File: config.mk
export PLATFORM = sky130hd
export DESIGN_NAME = i2cm_byte_tx_flat
export DESIGN_NICKNAME = d
export VERILOG_FILES = /design/src/rtl/i2cm_byte_tx_pkg.sv /design/src/rtl/i2cm_byte_tx_if.sv /design/src/rtl/i2cm_byte_tx_qtick.sv /design/src/rtl/i2cm_byte_tx.sv /design/src/flat_wrapper.sv
export SDC_FILE = /design/constraint.sdc
export NUM_CORES = 1
export LEC_CHECK = 0
export ABC_AREA = 0
export CORE_MARGIN = 1.5
export CORE_UTILIZATION = 30
export CTS_CLUSTER_SIZE = 24
export DETAILED_ROUTE_END_ITERATION = 8
export SETUP_SLACK_MARGIN = 0.02
export SLEW_MARGIN = 10
export SYNTH_ARGS = -nofsm -noshare
export SYNTH_HDL_FRONTEND = slang
export SYNTH_HIERARCHICAL = 1
export SYNTH_SLANG_ARGS = --single-unit
File: constraint.sdc
create_clock -name sys_clk -period 5.45 [get_ports sys_clk]
set_input_delay 1.09 -clock sys_clk [delete_from_list [all_inputs] [get_ports sys_clk]]
set_output_delay 1.09 -clock sys_clk [all_outputs]
set_load 0.01 [all_outputs]
File: src/rtl/i2cm_byte_tx_pkg.sv
// Shared types and bus waveforms for the i2cm byte transmitter.
// Pure declarations: no latency, no backpressure.
package i2cm_byte_tx_pkg;

  typedef enum logic [2:0] {
    ST_IDLE,
    ST_START,
    ST_LOAD,
    ST_BIT,
    ST_ACK,
    ST_STOP,
    ST_DONE
  } state_e;

  localparam logic [1:0] Q0 = 2'd0;
  localparam logic [1:0] Q1 = 2'd1;
  localparam logic [1:0] Q2 = 2'd2;
  localparam logic [1:0] Q3 = 2'd3;

  localparam int ACK_CNT_W = 8;
  localparam logic [ACK_CNT_W-1:0] ACK_CNT_MAX = '1;

  // Per-quarter pull-low patterns, bit n = quarter n.
  localparam logic [3:0] START_SCL = 4'b1000;
  localparam logic [3:0] START_SDA = 4'b1100;
  localparam logic [3:0] BIT_SCL   = 4'b1001;
  localparam logic [3:0] STOP_SCL  = 4'b0001;
  localparam logic [3:0] STOP_SDA  = 4'b0011;

  typedef struct packed {
    logic scl_oe;
    logic sda_oe;
  } pads_t;

  function automatic logic [1:0] next_quarter(input logic [1:0] q);
    logic [1:0] n;
    case (q)
      Q0:      n = Q1;
      Q1:      n = Q2;
      Q2:      n = Q3;
      default: n = Q0;
    endcase
    return n;
  endfunction

  function automatic pads_t bus_pattern(input state_e st, input logic [1:0] q,
                                        input logic data_bit, input logic hold_sda);
    pads_t p;
    p = '0;
    case (st)
      ST_START: begin
        p.scl_oe = START_SCL[q];
        p.sda_oe = START_SDA[q];
      end
      ST_LOAD: begin
        p.scl_oe = 1'b1;
        p.sda_oe = hold_sda;
      end
      ST_BIT: begin
        p.scl_oe = BIT_SCL[q];
        p.sda_oe = ~data_bit;
      end
      ST_ACK: begin
        p.scl_oe = BIT_SCL[q];
        p.sda_oe = 1'b0;
      end
      ST_STOP: begin
        p.scl_oe = STOP_SCL[q];
        p.sda_oe = STOP_SDA[q];
      end
      default: p = '0;
    endcase
    return p;
  endfunction

endpackage

File: src/rtl/i2cm_byte_tx_if.sv
// Command, FIFO, pad and status bundle of the i2cm byte transmitter.
// Wires only: no latency; FIFO backpressure is the empty flag.
interface i2cm_byte_tx_if
  import i2cm_byte_tx_pkg::*;
#(
  parameter int PRESC_WIDTH = 16,
  parameter int DATA_WIDTH  = 8
);
  logic                   en;
  logic                   start;
  logic [PRESC_WIDTH-1:0] prescale;
  logic [DATA_WIDTH-1:0]  fifo_data;
  logic                   fifo_empty;
  logic                   fifo_pop;
  logic                   sda_i;
  logic                   scl_oe;
  logic                   sda_oe;
  logic                   busy;
  logic                   done;
  logic                   nack;
  logic [ACK_CNT_W-1:0]   ack_cnt;

  modport master (
    output en, start, prescale, fifo_data, fifo_empty, sda_i,
    input  fifo_pop, scl_oe, sda_oe, busy, done, nack, ack_cnt
  );

  modport slave (
    input  en, start, prescale, fifo_data, fifo_empty, sda_i,
    output fifo_pop, scl_oe, sda_oe, busy, done, nack, ack_cnt
  );
endinterface

File: src/rtl/i2cm_byte_tx_qtick.sv
// Quarter-bit timebase: latches prescale on accept, ticks every prescale+1 cycles.
// tick is combinational from the counter; clear restarts the quarter immediately.
module i2cm_byte_tx_qtick #(
  parameter int PRESC_WIDTH = 16
) (
  input  logic                   sys_clk,
  input  logic                   sys_rst_n,
  input  logic                   en,
  input  logic                   load,
  input  logic [PRESC_WIDTH-1:0] prescale,
  input  logic                   clear,
  output logic                   tick
);
  logic [PRESC_WIDTH-1:0] presc_q, presc_d;
  logic [PRESC_WIDTH-1:0] cnt_q, cnt_d;

  assign tick = (cnt_q == presc_q);

  always_comb begin
    presc_d = presc_q;
    if (!en) begin
      presc_d = '0;
    end else if (load) begin
      presc_d = prescale;
    end
    cnt_d = cnt_q + PRESC_WIDTH'(1);
    if (clear || tick) begin
      cnt_d = '0;
    end
  end

  always_ff @(posedge sys_clk or negedge sys_rst_n) begin
    if (!sys_rst_n) begin
      presc_q <= '0;
      cnt_q   <= '0;
    end else begin
      presc_q <= presc_d;
      cnt_q   <= cnt_d;
    end
  end
endmodule

File: src/rtl/i2cm_byte_tx.sv
// Write-only I2C master: START, FIFO bytes MSB-first with ACK check, STOP on drain/NACK.
// Pad enables registered; pops one byte per LOAD cycle only while the FIFO is non-empty.
module i2cm_byte_tx
  import i2cm_byte_tx_pkg::*;
#(
  parameter int PRESC_WIDTH = 16,
  parameter int DATA_WIDTH  = 8
) (
  input logic           sys_clk,
  input logic           sys_rst_n,
  i2cm_byte_tx_if.slave bus
);
  localparam int BCW = $clog2(DATA_WIDTH);
  localparam logic [BCW-1:0] BIT_LAST = BCW'(DATA_WIDTH - 1);

  state_e                 state_q, state_d;
  logic [1:0]             q_q, q_d;
  logic [DATA_WIDTH-1:0]  shift_q, shift_d;
  logic [BCW-1:0]         bitcnt_q, bitcnt_d;
  logic                   nack_q, nack_d;
  logic [ACK_CNT_W-1:0]   ack_cnt_q, ack_cnt_d;
  logic                   scl_oe_q, scl_oe_d;
  logic                   sda_oe_q, sda_oe_d;
  logic                   fifo_pop_q, fifo_pop_d;
  logic                   busy_q, busy_d;
  logic                   done_q, done_d;

  logic  tick;
  logic  accept;
  logic  empty_done;
  logic  in_bus;
  logic  qclear;
  pads_t pads;

  i2cm_byte_tx_qtick #(
    .PRESC_WIDTH(PRESC_WIDTH)
  ) u_qtick (
    .sys_clk  (sys_clk),
    .sys_rst_n(sys_rst_n),
    .en       (bus.en),
    .load     (accept),
    .prescale (bus.prescale),
    .clear    (qclear),
    .tick     (tick)
  );

  always_comb begin
    state_d    = state_q;
    shift_d    = shift_q;
    bitcnt_d   = bitcnt_q;
    nack_d     = nack_q;
    ack_cnt_d  = ack_cnt_q;
    accept     = 1'b0;
    empty_done = 1'b0;

    if (!bus.en) begin
      state_d   = ST_IDLE;
      shift_d   = '0;
      bitcnt_d  = '0;
      nack_d    = 1'b0;
      ack_cnt_d = '0;
    end else begin
      case (state_q)
        ST_IDLE: begin
          if (bus.start) begin
            nack_d    = 1'b0;
            ack_cnt_d = '0;
            if (bus.fifo_empty) begin
              empty_done = 1'b1;
            end else begin
              accept  = 1'b1;
              state_d = ST_START;
            end
          end
        end
        ST_START: begin
          if (tick && q_q == Q3) state_d = ST_LOAD;
        end
        ST_LOAD: begin
          shift_d  = bus.fifo_data;
          bitcnt_d = BIT_LAST;
          state_d  = ST_BIT;
        end
        ST_BIT: begin
          if (tick && q_q == Q3) begin
            shift_d = {shift_q[DATA_WIDTH-2:0], 1'b0};
            // Counter parks at zero; only LOAD reloads it.
            if (bitcnt_q == '0) begin
              state_d = ST_ACK;
            end else begin
              bitcnt_d = bitcnt_q - BCW'(1);
            end
          end
        end
        ST_ACK: begin
          if (tick && q_q == Q2) begin
            if (bus.sda_i) begin
              nack_d = 1'b1;
            end else if (ack_cnt_q != ACK_CNT_MAX) begin
              ack_cnt_d = ack_cnt_q + ACK_CNT_W'(1);
            end
          end
          // nack_q can only be set within this transaction by the q2 sample above.
          if (tick && q_q == Q3) begin
            state_d = (nack_q || bus.fifo_empty) ? ST_STOP : ST_LOAD;
          end
        end
        ST_STOP: begin
          if (tick && q_q == Q3) state_d = ST_DONE;
        end
        ST_DONE: state_d = ST_IDLE;
        default: state_d = ST_IDLE;
      endcase
    end

    in_bus = (state_q == ST_START) || (state_q == ST_BIT) ||
             (state_q == ST_ACK)   || (state_q == ST_STOP);
    qclear = !bus.en || (state_d != state_q) || !in_bus;

    if (qclear) begin
      q_d = Q0;
    end else if (tick) begin
      q_d = next_quarter(q_q);
    end else begin
      q_d = q_q;
    end

    // Outputs follow the next state so the pads change on the same edge as the FSM.
    pads       = bus_pattern(state_d, q_d, shift_d[DATA_WIDTH-1], sda_oe_q);
    scl_oe_d   = pads.scl_oe;
    sda_oe_d   = pads.sda_oe;
    fifo_pop_d = (state_d == ST_LOAD);
    busy_d     = (state_d != ST_IDLE);
    done_d     = (state_d == ST_DONE) || empty_done;
  end

  always_ff @(posedge sys_clk or negedge sys_rst_n) begin
    if (!sys_rst_n) begin
      state_q    <= ST_IDLE;
      q_q        <= Q0;
      shift_q    <= '0;
      bitcnt_q   <= '0;
      nack_q     <= 1'b0;
      ack_cnt_q  <= '0;
      scl_oe_q   <= 1'b0;
      sda_oe_q   <= 1'b0;
      fifo_pop_q <= 1'b0;
      busy_q     <= 1'b0;
      done_q     <= 1'b0;
    end else begin
      state_q    <= state_d;
      q_q        <= q_d;
      shift_q    <= shift_d;
      bitcnt_q   <= bitcnt_d;
      nack_q     <= nack_d;
      ack_cnt_q  <= ack_cnt_d;
      scl_oe_q   <= scl_oe_d;
      sda_oe_q   <= sda_oe_d;
      fifo_pop_q <= fifo_pop_d;
      busy_q     <= busy_d;
      done_q     <= done_d;
    end
  end

  assign bus.scl_oe   = scl_oe_q;
  assign bus.sda_oe   = sda_oe_q;
  assign bus.fifo_pop = fifo_pop_q;
  assign bus.busy     = busy_q;
  assign bus.done     = done_q;
  assign bus.nack     = nack_q;
  assign bus.ack_cnt  = ack_cnt_q;
endmodule

File: src/flat_wrapper.sv
// flat-port wrapper written by rule: the top's interface ports become plain ports
module i2cm_byte_tx_flat import i2cm_byte_tx_pkg::*;
#(
  parameter int PRESC_WIDTH = 16,
  parameter int DATA_WIDTH  = 8
)
  (sys_clk, sys_rst_n, bus_en, bus_start, bus_prescale, bus_fifo_data, bus_fifo_empty, bus_sda_i, bus_fifo_pop, bus_scl_oe, bus_sda_oe, bus_busy, bus_done, bus_nack, bus_ack_cnt);
  i2cm_byte_tx_if #(.PRESC_WIDTH(PRESC_WIDTH), .DATA_WIDTH(DATA_WIDTH)) bus_i ();
  input logic sys_clk;
  input logic sys_rst_n;
  input wire logic [$bits(bus_i.en)-1:0] bus_en;
  input wire logic [$bits(bus_i.start)-1:0] bus_start;
  input wire logic [$bits(bus_i.prescale)-1:0] bus_prescale;
  input wire logic [$bits(bus_i.fifo_data)-1:0] bus_fifo_data;
  input wire logic [$bits(bus_i.fifo_empty)-1:0] bus_fifo_empty;
  input wire logic [$bits(bus_i.sda_i)-1:0] bus_sda_i;
  output wire logic [$bits(bus_i.fifo_pop)-1:0] bus_fifo_pop;
  output wire logic [$bits(bus_i.scl_oe)-1:0] bus_scl_oe;
  output wire logic [$bits(bus_i.sda_oe)-1:0] bus_sda_oe;
  output wire logic [$bits(bus_i.busy)-1:0] bus_busy;
  output wire logic [$bits(bus_i.done)-1:0] bus_done;
  output wire logic [$bits(bus_i.nack)-1:0] bus_nack;
  output wire logic [$bits(bus_i.ack_cnt)-1:0] bus_ack_cnt;
  assign bus_i.en = bus_en;
  assign bus_i.start = bus_start;
  assign bus_i.prescale = bus_prescale;
  assign bus_i.fifo_data = bus_fifo_data;
  assign bus_i.fifo_empty = bus_fifo_empty;
  assign bus_i.sda_i = bus_sda_i;
  assign bus_fifo_pop = bus_i.fifo_pop;
  assign bus_scl_oe = bus_i.scl_oe;
  assign bus_sda_oe = bus_i.sda_oe;
  assign bus_busy = bus_i.busy;
  assign bus_done = bus_i.done;
  assign bus_nack = bus_i.nack;
  assign bus_ack_cnt = bus_i.ack_cnt;
  i2cm_byte_tx #(.PRESC_WIDTH(PRESC_WIDTH), .DATA_WIDTH(DATA_WIDTH)) u_core (.sys_clk(sys_clk), .sys_rst_n(sys_rst_n), .bus(bus_i));
endmodule
Word-level counts from Yosys, hierarchy flattened --
Index checks and enable logic that the tools add are counted.
Word-level totals: output and inout bits 14, flip-flop bits (word level) 62, bits of input ports 30, word-level logic and storage cells 119
Cells by class: bitwise logic cells 1, mux-type cells 53, reduce and logical (&&, ||, !) cells 20, $add $sub $neg 3, equality and inequality tests 27, magnitude comparators 1
Operators by type and width (count):
- 8-bit two-way mux | 7
- 16-bit two-way mux | 3
- 3-bit two-way mux | 12
- 8-bit case mux with 2 select lines | 2
- 3-bit case mux with 6 select lines | 1
- 1-bit two-way mux | 17
- 16-bit by 1-bit adder with 16-bit output (second input constant) | 1
- 16-bit equality test | 1
- 3-bit equality test (second input constant) | 5
- 3-bit by 2-bit equality test with 1-bit output (second input constant) | 4
- 3-bit inequality test (second input constant) | 4
- 1-bit binary-select mux with 2-bit select | 5
- 2-bit case mux with 5 select lines | 1
- 3-bit by 2-bit inequality test with 1-bit output (second input constant) | 3
- 8-bit by 1-bit adder with 8-bit output (second input constant) | 1
- 1-bit logical OR | 8
- 8-bit inequality test (second input constant) | 1
- 3-bit by 1-bit equality test with 1-bit output (second input constant) | 2
- 3-bit zero test | 2
- 3-bit by 1-bit inequality test with 1-bit output (second input constant) | 2
- 2-bit case mux with 3 select lines | 1
- 3-bit case mux with 2 select lines | 1
- 5-bit AND reduction | 1
- 2-bit equality test (second input constant) | 2
- 15 further kinds | 18

Longest topological paths before layout --
Gate-level depths: netlist of run 1.
depth in word-level cells 12, mapped depth 14, depth with buffers taken out 13

Hierarchy --
The synthesis of run 1 kept the hierarchy.
By module, submodules not included:
- i2cm_byte_tx | times used 1, cells an instance 195, sequential area each 750.7 um^2, area each 1769.2 um^2
- i2cm_byte_tx_qtick | times used 1, cells an instance 151, sequential area each 800.8 um^2, area each 1655.3 um^2

Worst setup path after synthesis of run 1 --
Ideal clock, no wire load.
kind in2reg, from input port bus_en, to register u_core.u_qtick.presc_q[10], cell stages on the path 8, library setup time 120 ps, data arrival time 2631 ps, required time 5330 ps, path slack 2699 ps, buffers on the path 4, cell sequence clkbuf_1 > clkbuf_1 > nand2_1 > nor2_1 > clkbuf_1 > buf_2 > mux2i_1 > nor2b_1
On the way: longest elaborated chain between the ends 2, elaborated cells on any way between the ends 3, classes of those cells eq/ne (1); mux (2)
RTL lines:
- from (decl) | RTL line flat_wrapper.sv:11 | input wire logic [$bits(bus_i.en)-1:0] bus_en;
- 1-bit two-way mux | RTL line i2cm_byte_tx.sv:56 | if (!bus.en) begin
- named net u_core.accept | RTL line i2cm_byte_tx.sv:29 | logic accept;
- 2-bit by 1-bit inequality test with 1-bit output (no source line)
- to (signal assigned) | RTL line i2cm_byte_tx_qtick.sv:37 | presc_q <= presc_d;
- to (decl) | RTL line i2cm_byte_tx_qtick.sv:14 | logic [PRESC_WIDTH-1:0] presc_q, presc_d;
The timed path passes the listed nets, and every way through them passes these cells. A chain may end at the register's enable or synchronous reset.

==> impl_results.rst, run 1 <==
.. list-table::
   :header-rows: 1

   * - Metric
     - Value
   * - Run status
     - finished, final reports clean
   * - Routability Congestion
     - 0.804
   * - CTS H-Tree Depth
     - 3
   * - Std-Cell Core Area
     - 11000 um^2
   * - Syn Area/Cell
     - about 9.9 um^2
   * - Highest cell delay on the worst timing path
     - 0.86 ns
   * - Worst path top cell family by delay
     - simple AND/OR/NAND/NOR gates
   * - Hold Crit Class
     - flip-flop to flip-flop
   * - Leakage power figure
     - 1.68 nW
   * - Total Power Consumption
     - 1.12 mW
   * - DRC violations left
     - 0
   * - Worst slew pin tran
     - 1.13 ns
   * - Syn_nets
     - 385
   * - Post-cts hold buffer count
     - 0
   * - Minimum clock period after layout
     - roughly 3.5 ns
   * - Final #Nets
     - 426
   * - Die Outline Area
     - roughly 12000 um^2
   * - Starting density of the core
     - 0.312
   * - Via-to-Cell Ratio
     - 4.98
   * - Type of the setup path with the least slack
     - flip-flop to flip-flop
   * - Combined global-route utilization of all metal layers
     - 0.134
   * - Area growth, synth to finish
     - 24.2%
   * - Layout cells sized above 1
     - 0.0816
   * - Average detailed-routed wire length per instance
     - ~14 um
   * - Required time worst endpoint
     - 5.64 ns
   * - Worst path arrival time
     - approximately 3.7 ns
   * - Cell Rows
     - 38
   * - Post-CTS Setup Repair Bufs
     - 0
   * - Final WL
     - roughly 7500 um
   * - Total of flip-flops plus latches after synthesis
     - 62
   * - Clock tree skew after final layout
     - slightly above 0.009 ns
   * - Post-route fraction of the period consumed by the critical path
     - 0.637
   * - Count of TritonRoute iterations in the first routing pass
     - 5
   * - Num ports
     - 44
   * - Fill count
     - between 1000 and 1500
   * - Pin count of the biggest net entering global routing
     - 63
   * - Die height
     - around 110 um
   * - First-pass GRT wire length
     - approximately 12000 um
   * - Netlist Area Pre-Place
     - 3420 um^2
   * - Number of synthesized flops with an enable pin
     - 0
   * - Endpoint kind of the worst setup timing path
     - flip-flop
   * - Most common cell after layout, fill and taps aside
     - dfrtp_1
   * - Yosys warning count
     - 6
   * - Number of clock sinks seen by CTS
     - 62
   * - Accumulated negative setup slack
     - 0 ns
   * - Number of antenna violations at the first check in global routing
     - 0
   * - CTS tree
     - done
   * - Max Clk Rate
     - between 200 and 300 MHz
   * - PortBufs
     - 43
   * - Clock tree root buffer cell
     - clkbuf_16
   * - DR iter-0 viols
     - about 130
   * - Total via count after detailed routing
     - 2652
   * - Count of max-cap constraint violations
     - 0
   * - CP max stage cell
     - nor4_1
   * - Fin. Hold Viols
     - 0
   * - ANT nets after route
     - 0
   * - Clock transition time at the flip-flop clock pins of the worst setup and hold paths
     - approximately 0.060 ns
   * - DP HPWL
     - roughly 5400 um
   * - Worst setup SP type
     - flip-flop
   * - Cells resized by post-CTS repair
     - 0
   * - Async S/R FF share, synth
     - 1.00
   * - Critical path fanouts, max
     - 15
   * - Most common flop cell mapped by yosys
     - dfrtp_1
   * - Peak supply drop
     - approximately 120 uV
   * - Gate count after technology mapping
     - between 300 and 400
   * - Power density over cell area
     - about 260 nW/um^2
   * - Register area share after synthesis
     - 0.453
   * - Number of pins with negative max-slew slack in the final report
     - 0
   * - List of cells traversed by the critical path
     - xnor2_1 -> nand4_1 -> nor4_1 -> and2_1 -> o32ai_1 -> nand2_1 -> a211oi_1 -> ha_1 -> o21ai_0 -> o22a_1 -> a21oi_1
   * - Headroom to the max-slew limit
     - 0.243
   * - RSZ-0062 raised after global routing
     - no
   * - Overall die width
     - 110 um
   * - Highest-count cells in the layout ignoring fill and taps
     - dfrtp_1 (62), clkdlybuf4s50_1 (42), nor2_1 (27)
   * - Leftover overflow at the end of global routing
     - 0
   * - Count of cell types in the netlist
     - 56
   * - Latest clock arrival within the worst-skew pair
     - about 0.32 ns
   * - Final-report setup violation count
     - 0
   * - Vias in the first global route
     - 2682
   * - Maximum buffer depth of the clock tree
     - 2
   * - Number of CTS-inserted buffers
     - 9
   * - Antenna diodes
     - 0
   * - Number of buffer and inverter stages on the critical path
     - 0
[cell type report]
type,count,area (um^2),area share
multi-input cells,255,1740,0.408
flip-flops and latches,62,1550,0.365
repair buffers,45,440,0.104
clock buffers,9,225,0.0530
well taps,140,175,0.0412
clock inverters,7,72.6,0.0171
inverters,14,52.6,0.0124
[stage by stage]
stage	instance area [um^2]	setup WS, ns	utilization	cells	hold slack [ns]
final	4250	1.98	0.387	532	0.499
after global routing	4250	1.55	0.387	532	0.541
after CTS	4250	1.92	0.387	532	0.508
after detailed placement	3960	1.82	0.360	516	0.496
after global placement	3960	1.87	0.360	516	0.485
after floorplan	3420	2.70	-	346	0.460
[routing by layer]
layer	share of wire	global-route usage
met1	0.45	0.159
met5	0	0
met2	0.51	0.234
met4	0.0077	0.0380
met3	0.039	0.0379
[final timing paths]
| check | startpoint | end | slack [ns] | cells after the start |
|---|---|---|---|---|
| hold / removal | u_core/u_qtick/cnt_q[0] | u_core/u_qtick/cnt_q[0] | 0.50 | 1 |
| setup / recovery | u_core/u_qtick/cnt_q[6] | u_core/bus.scl_oe | 1.98 | 11 |
| min in group asynchronous | sys_rst_n | u_core/u_qtick/presc_q[3] | 0.94 | 2 |
| setup reg to reg | u_core/u_qtick/cnt_q[6] | u_core/bus.scl_oe | 1.98 | 11 |
| max in group asynchronous | sys_rst_n | u_core/bus.busy | 3.97 | 2 |
| hold reg to reg | u_core/u_qtick/cnt_q[0] | u_core/u_qtick/cnt_q[0] | 0.50 | 1 |
[flip-flops by register name (all words and copies together), names as in the netlist]
register                count
u_core/bus.ack_cnt          8
u_core/bus.sda_oe           1
u_core/bus.scl_oe           1
u_core/state_q              3
u_core/bus.nack             1
u_core/u_qtick/cnt_q       16
u_core/bitcnt_q             3
u_core/q_q                  2
u_core/bus.busy             1
u_core/u_qtick/presc_q     16
u_core/bus.fifo_pop         1
u_core/shift_q              8
u_core/bus.done             1
[synthesized netlist by cell type, drive strengths merged (8+ instances only)]
cell type	instances	area share
a21oi	22	0.033
clkbuf	10	0.011
o21ai	15	0.022
ha	9	0.033
mux2i	17	0.050
nor2b	19	0.035
or3	9	0.016
nand2	21	0.025
inv	14	0.015
nand3	9	0.013
nand4	8	0.016
xnor2	26	0.069
nor2	28	0.031
dfrtp	62	0.45
[logic make-up after synthesis]
logic type      share of synthesized area
fa+ha+maj                          0.0329
mux                                0.0530
simple gates                        0.203
buf+inv                            0.0409
compound gates                      0.136
xor+xnor                           0.0815
flops                               0.453
[power breakdown]
group	switching [mW]	internal (mW)	leakage, nW
registers	0.00734	0.466	0.861
logic	0.0449	0.0411	0.673
clock network	0.208	0.354	0.142
(Power assumes the default switching activity.)
==> run 2, diff against run 1 <==
==> constraint.sdc (replaced) <==
create_clock -name sys_clk -period 3.62 [get_ports sys_clk]
set_input_delay 0.724 -clock sys_clk [delete_from_list [all_inputs] [get_ports sys_clk]]
set_output_delay 0.724 -clock sys_clk [all_outputs]
set_load 0.01 [all_outputs]
==> run 2 against run 1 <==
  * Fmax is 26% higher
  * Non-clock buffer count up 4
  * Cell area rose by 0.82%
  * Largest cell class unchanged
  * Critical endpoint unchanged
  * Largest power group unchanged
  * Combinational power grew 56%
  * Setup slack lost 1.1 ns
==> impl_results.rst, run 2 (same netlist as run 1, synthesis figures left out) <==
.. list-table::
   :header-rows: 1

   * - Metric
     - Value
   * - Logic depth of the worst path, buffers included
     - 10 (-1)
   * - Fin. Hold Viols
     - 0 (unchanged)
   * - Setup slack, reg-to-reg
     - 0.86 ns (-1.11 ns)
   * - Overall die width
     - 110 um (unchanged)
   * - Std-Cell Core Area
     - 11000 um^2 (unchanged)
   * - Endpoint kind of the worst setup timing path
     - flip-flop
   * - DRC violations left
     - 0 (unchanged)
   * - Cells resized by post-CTS repair
     - 0 (unchanged)
   * - Number of antenna violations at the first check in global routing
     - 0 (unchanged)
   * - Fill count
     - 1080 (-0.18%)
   * - Die height
     - 110 um (unchanged)
   * - CTS tree
     - done
   * - Worst setup SP type
     - flip-flop
   * - Switching power
     - 365 uW (+40%)
   * - Area growth, synth to finish
     - 25.2%
   * - Clock tree skew after final layout
     - 0.00514 ns (-0.00408 ns)
   * - Combined global-route utilization of all metal layers
     - 0.140 (+0.00606)
   * - Hold Crit Class
     - flip-flop to flip-flop
   * - Clock tree root buffer cell
     - clkbuf_16
   * - Count of max-cap constraint violations
     - 0 (unchanged)
   * - PortBufs
     - 43 (unchanged)
   * - Post-route fraction of the period consumed by the critical path
     - 0.761 (+0.124)
   * - Routability Congestion
     - 0.793 (-1.4%)
   * - DP HPWL
     - 5470 um (+2.0%)
   * - Total via count after detailed routing
     - 2647 (-0.19%)
   * - Type of the setup path with the least slack
     - flip-flop to flip-flop
   * - Maximum buffer depth of the clock tree
     - 2 (unchanged)
   * - Cell count after placement
     - 520 (+0.78%)
   * - Worst path arrival time
     - 3.00 ns (-0.66 ns)
   * - CP max stage cell
     - dfrtp_1
   * - Crit path from
     - u_core/u_qtick/cnt_q[6]
   * - Num ports
     - 44 (unchanged)
   * - Highest-count cells in the layout ignoring fill and taps
     - dfrtp_1 (62), clkdlybuf4s50_1 (42), nor2_1 (27)
   * - Vias in the first global route
     - 2688 (+0.22%)
   * - Source of the worst hold timing path
     - u_core/u_qtick/cnt_q[0]
   * - Clock transition time at the flip-flop clock pins of the worst setup and hold paths
     - 0.05 ns (about the same)
   * - Power density over cell area
     - 397 nW/um^2 (+50%)
   * - CTS H-Tree Depth
     - 3 (unchanged)
   * - Internal Power
     - 1.34 mW (+55%)
   * - Area of the multi-input gates
     - 1740 um^2 (unchanged)
   * - Pin count of the biggest net entering global routing
     - 44 (-30%)
   * - Average detailed-routed wire length per instance
     - 14.2 um (+0.67%)
   * - Cell Rows
     - 38 (unchanged)
   * - Logic pwr share
     - 0.079 (+0.002)
   * - Run status
     - finished, final reports clean
   * - Post-CTS Setup Repair Bufs
     - 0 (unchanged)
   * - First-pass GRT wire length
     - 12900 um (+3.4%)
   * - Area of all placed cells without fillers
     - 4290 um^2 (+0.82%)
   * - Switching power share of the total
     - 0.214 (-0.0179)
   * - Via-to-Cell Ratio
     - 4.94 (-0.93%)
   * - Final WL
     - 7610 um (+1.4%)
   * - Number of instances on the worst hold path
     - 1 (unchanged)
   * - Placed instance area
     - 3990 um^2 (+0.76%)
   * - Highest cell delay on the worst timing path
     - 0.44 ns (-0.42 ns)
   * - Layout cells sized above 1
     - 0.0859 (+0.00423)
   * - Final-report setup violation count
     - 0 (unchanged)
   * - Die Outline Area
     - 12100 um^2 (unchanged)
   * - Headroom to the max-slew limit
     - 0.355 (+0.112)
   * - DR iter-0 viols
     - 83 (-35%)
   * - Number of clock sinks seen by CTS
     - 62 (unchanged)
   * - Registers with the highest flip-flop counts
     - u_core/u_qtick/cnt_q: 16 flops, u_core/u_qtick/presc_q: 16 flops
   * - ANT nets after route
     - 0 (unchanged)
   * - Number of buffer and inverter stages on the critical path
     - 1 (+1)
   * - Number of pins with negative max-slew slack in the final report
     - 0 (unchanged)
   * - RSZ-0062 raised after global routing
     - no
   * - Leftover overflow at the end of global routing
     - 0 (unchanged)
   * - List of cells traversed by the critical path
     - xnor2_1 -> nand4_1 -> nor4_1 -> buf_4 -> and2_1 -> a21oi_1 -> a21oi_1 -> nand3b_1 -> o22a_1 -> a21oi_1
   * - Starting density of the core
     - 0.312 (unchanged)
   * - Minimum clock period after layout
     - 2.76 ns (-0.716 ns)
   * - Worst slew pin tran
     - 0.968 ns (-0.166 ns)
   * - Leakage power figure
     - 1.70 nW (+1.5%)
   * - Antenna diodes
     - 0 (unchanged)
   * - R2r startpoint
     - u_core/u_qtick/cnt_q[6]
   * - Final #Nets
     - 430 (+0.94%)
   * - Critical path fanouts, max
     - 7 (-8)
   * - Number of CTS-inserted buffers
     - 9 (unchanged)
   * - Total Power Consumption
     - 1.70 mW (+52%)
   * - Depth of the worst register-to-register path
     - 10 (-1)
   * - Most common cell after layout, fill and taps aside
     - dfrtp_1
   * - Sequential cell area
     - 1550 um^2 (unchanged)
   * - Worst path top cell family by delay
     - simple AND/OR/NAND/NOR gates
   * - Clock power frac
     - 0.502 (about the same)
   * - Flop pwr share
     - 0.419 (-0.003)
   * - Post-cts hold buffer count
     - 0 (unchanged)
   * - Latest clock arrival within the worst-skew pair
     - 0.32 ns (about the same)
   * - WHS
     - 0.501 ns (+0.00180 ns)
   * - Count of TritonRoute iterations in the first routing pass
     - 4 (-1)
   * - Most common cell type on the critical path
     - a21oi_1
   * - Max Clk Rate
     - 363 MHz (+26%)
   * - Peak supply drop
     - 200 uV (+62%)
   * - Accumulated negative setup slack
     - 0 ns (unchanged)
   * - Number of standard cells in the final layout excluding fillers
     - 536 (+0.75%)
   * - Required time worst endpoint
     - 3.87 ns (-1.77 ns)
run 2: worst paths after layout:
check | to
min in group asynchronous | u_core/u_qtick/presc_q[10]
max in group asynchronous | u_core/shift_q[0]
min | u_core/u_qtick/cnt_q[0]
max reg2reg | u_core/bus.scl_oe
max | u_core/bus.scl_oe
min reg2reg | u_core/u_qtick/cnt_q[0]
run 2: layout make-up:
class	count	share of cell area
timing repair buffer	49	0.110
multi-input combinational	255	0.405
tap	140	0.0409
sequential	62	0.362
clock inverter	3	0.00992
clock buffer	13	0.0607
inverter	14	0.0123
run 2: metal layers:
layer | track usage | part of all wire | vias to the layer above | wire (um)
li1 | - | - | 1311 | -
met1 | 0.168 | 0.44 | 1276 | 3330
met2 | 0.235 | 0.50 | 52 | 3800
met3 | 0.0397 | 0.050 | 8 | 377
met4 | 0.0557 | 0.013 | 0 | 101
met5 | 0 | 0 | - | 0
run 2: per-stage QoR:
| step | util | setup slack, ns |
|---|---|---|
| 2_1_floorplan | - | 0.905 |
| 3_3_place_gp | 0.363 | 0.902 |
| 3_5_place_dp | 0.363 | 0.912 |
| 4_1_cts | 0.390 | 0.884 |
| 5_1_grt | 0.390 | 0.614 |
| 6_report | 0.390 | 0.865 |
run 2: power by group through the flow:
stage,sequential [mW],combinational (mW),clock [mW]
6_report,0.714,0.134,0.854
5_1_grt,0.715,0.149,0.916
4_1_cts,0.713,0.137,0.887
3_5_place_dp,0.725,0.137,0
3_3_place_gp,0.725,0.135,0
2_1_floorplan,0.720,0.0704,0
==> variant (flow settings as in run 2) <==
`DATA_WIDTH` is set to 8 in 3 places; all go to 16.
--- a/src/rtl/i2cm_byte_tx_if.sv
+++ b/src/rtl/i2cm_byte_tx_if.sv
@@ -4,7 +4,7 @@
   import i2cm_byte_tx_pkg::*;
 #(
   parameter int PRESC_WIDTH = 16,
-  parameter int DATA_WIDTH  = 8
+  parameter int DATA_WIDTH  = 16
 );
   logic                   en;
   logic                   start;
--- a/src/rtl/i2cm_byte_tx.sv
+++ b/src/rtl/i2cm_byte_tx.sv
@@ -4,7 +4,7 @@
   import i2cm_byte_tx_pkg::*;
 #(
   parameter int PRESC_WIDTH = 16,
-  parameter int DATA_WIDTH  = 8
+  parameter int DATA_WIDTH  = 16
 ) (
   input logic           sys_clk,
   input logic           sys_rst_n,
--- a/src/flat_wrapper.sv
+++ b/src/flat_wrapper.sv
@@ -2,7 +2,7 @@
 module i2cm_byte_tx_flat import i2cm_byte_tx_pkg::*;
 #(
   parameter int PRESC_WIDTH = 16,
-  parameter int DATA_WIDTH  = 8
+  parameter int DATA_WIDTH  = 16
 )
   (sys_clk, sys_rst_n, bus_en, bus_start, bus_prescale, bus_fifo_data, bus_fifo_empty, bus_sda_i, bus_fifo_pop, bus_scl_oe, bus_sda_oe, bus_busy, bus_done, bus_nack, bus_ack_cnt);
   i2cm_byte_tx_if #(.PRESC_WIDTH(PRESC_WIDTH), .DATA_WIDTH(DATA_WIDTH)) bus_i ();
Interface: changed (resized bus_fifo_data); port bits go from 44 to 52. The function was not compared with the original's and may differ.
==> variant against run 2 <==
- area after synthesis rose by 14%
- worst hold slack got worse by 130 ps
- non-clock buffer count rose by 12
- total power rose by 5.9%
- sequential cell count rose by 9
- via count rose by 15%
- setup slack got worse by 250 ps
- clock power fell by 2%
- die area rose by 14%
- routed wire length rose by 15%
- design area rose by 13%
- largest power group unchanged
- highest routed layer unchanged
==> variant: results (changes against run 2) <==
status: completed
critical path fanouts, max: 6 (-1)
leak pwr: 1.98 nW (+17%)
final clock skew: 7.33 ps (+2.18 ps)
Critical Path Max Stage Delay: 460 ps (+20 ps)
number of nets in the synthesized netlist: 423 (+9.9%)
P per Cell Area: 371 nW/um^2 (-6.6%)
largest net degree at the start of global routing: 29 (-34%)
reg2reg path depth: 11 (+1)
routed wirelength normalized by instance count: 14.4 microns (+1.6%)
power consumed by the clock network: 0.836 mW (-2%)
worst hold margin: 372 ps (-129 ps)
R2R Setup Slk: 610 ps (-250 ps)
fin crit period: 3010 ps (+251 ps)
final slew viol count: 0 (unchanged)
classification of the worst-slack hold path: in2async
count of buffers inserted at the top-level ports: 51 (+19%)
cell count after synthesis: 377 (+9.0%)
number of nets at the end of the flow: 477 (+11%)
commonest cells in the synthesized netlist: dfrtp_1, nor2_1, xnor2_1
ratio of cells with drive above 1 in the final layout: 10.8% (+2.2 points)
worst setup slack before clock tree synthesis: 621 ps (-291 ps)
placed standard-cell area: 4580 sq um (+15%)
Resize count post-CTS: 0 (unchanged)
CTS clk-pin slew, worst paths: 50 ps (about the same)
number of global-route vias before repair: 3115 (+16%)
portion of total power attributed to sequential cells: 45.1% (+3.2 points)
total global-route track usage: 13.6% (-0.36 points)
number of cells after detailed placement: 592 (+14%)
critical path launch point: u_core/u_qtick/cnt_q[6]$_DFF_PN0_
final non-filler cell total: 607 (+13%)
initial antenna violation count: 0 (unchanged)
first-pass GRT wire length: 14.6 mm (+13%)
drt first pass iters: 5 (+1)
biggest area contributors in the synthesized netlist: dfrtp_1, nor2_1, xnor2_1
routability congestion estimate: 0.846 (+6.8%)
actual transition at the worst max-transition pin: 887 ps (-81.3 ps)
worst path arrival time: 3250 ps (+250 ps)
peak supply drop: 0.000224 V (+12%)
P_int: 1.40 mW (+5.1%)
DRC violation total after the first TritonRoute iteration: 212 (+160%)
Distinct cells, synth: 71 (+27%)
Largest regs: u_core/shift_q x16, u_core/u_qtick/cnt_q x16, u_core/u_qtick/presc_q x16
sequential element share of the synthesized area: 45.5% (+0.18 points)
Via Count: 3032 (+15%)
placed wire-length estimate: 6.37 mm (+16%)
variant: cell count changes after synthesis, sizes merged, moves of 5 or more:
cell	delta
nor2	+23
dfrtp	+9
a222oi	+14
o21ai	-7
or3	-8
o22ai	-6
a21oi	-10
nand4	+5
variant: cell families after synthesis:
family	Yosys count	share of synthesized area, %
simple gates	149	21.4
flops	71	45.5
compound gates	67	14.5
buf+inv	34	4.58
xor+xnor	31	7.14
mux	17	4.36
fa+ha+maj	8	2.56
variant: routing by layer:
metal	share of wire, %	GRT usage (%)	up-vias
met1	42	16.0	1474
met4	1.5	4.18	0
met5	0	0	-
li1	-	-	1463
met2	51	24.0	80
met3	5.6	4.12	15
variant: cell type report:
| class | instances | area (sq um) |
|---|---|---|
| timing repair buffer | 61 | 581 |
| fill | 1294 | 7810 |
| multi-input combinational | 272 | 1950 |
| inverter | 16 | 60.1 |
| clock buffer | 11 | 233 |
| sequential | 71 | 1780 |
| clock inverter | 4 | 47.5 |
| tap | 172 | 215 |
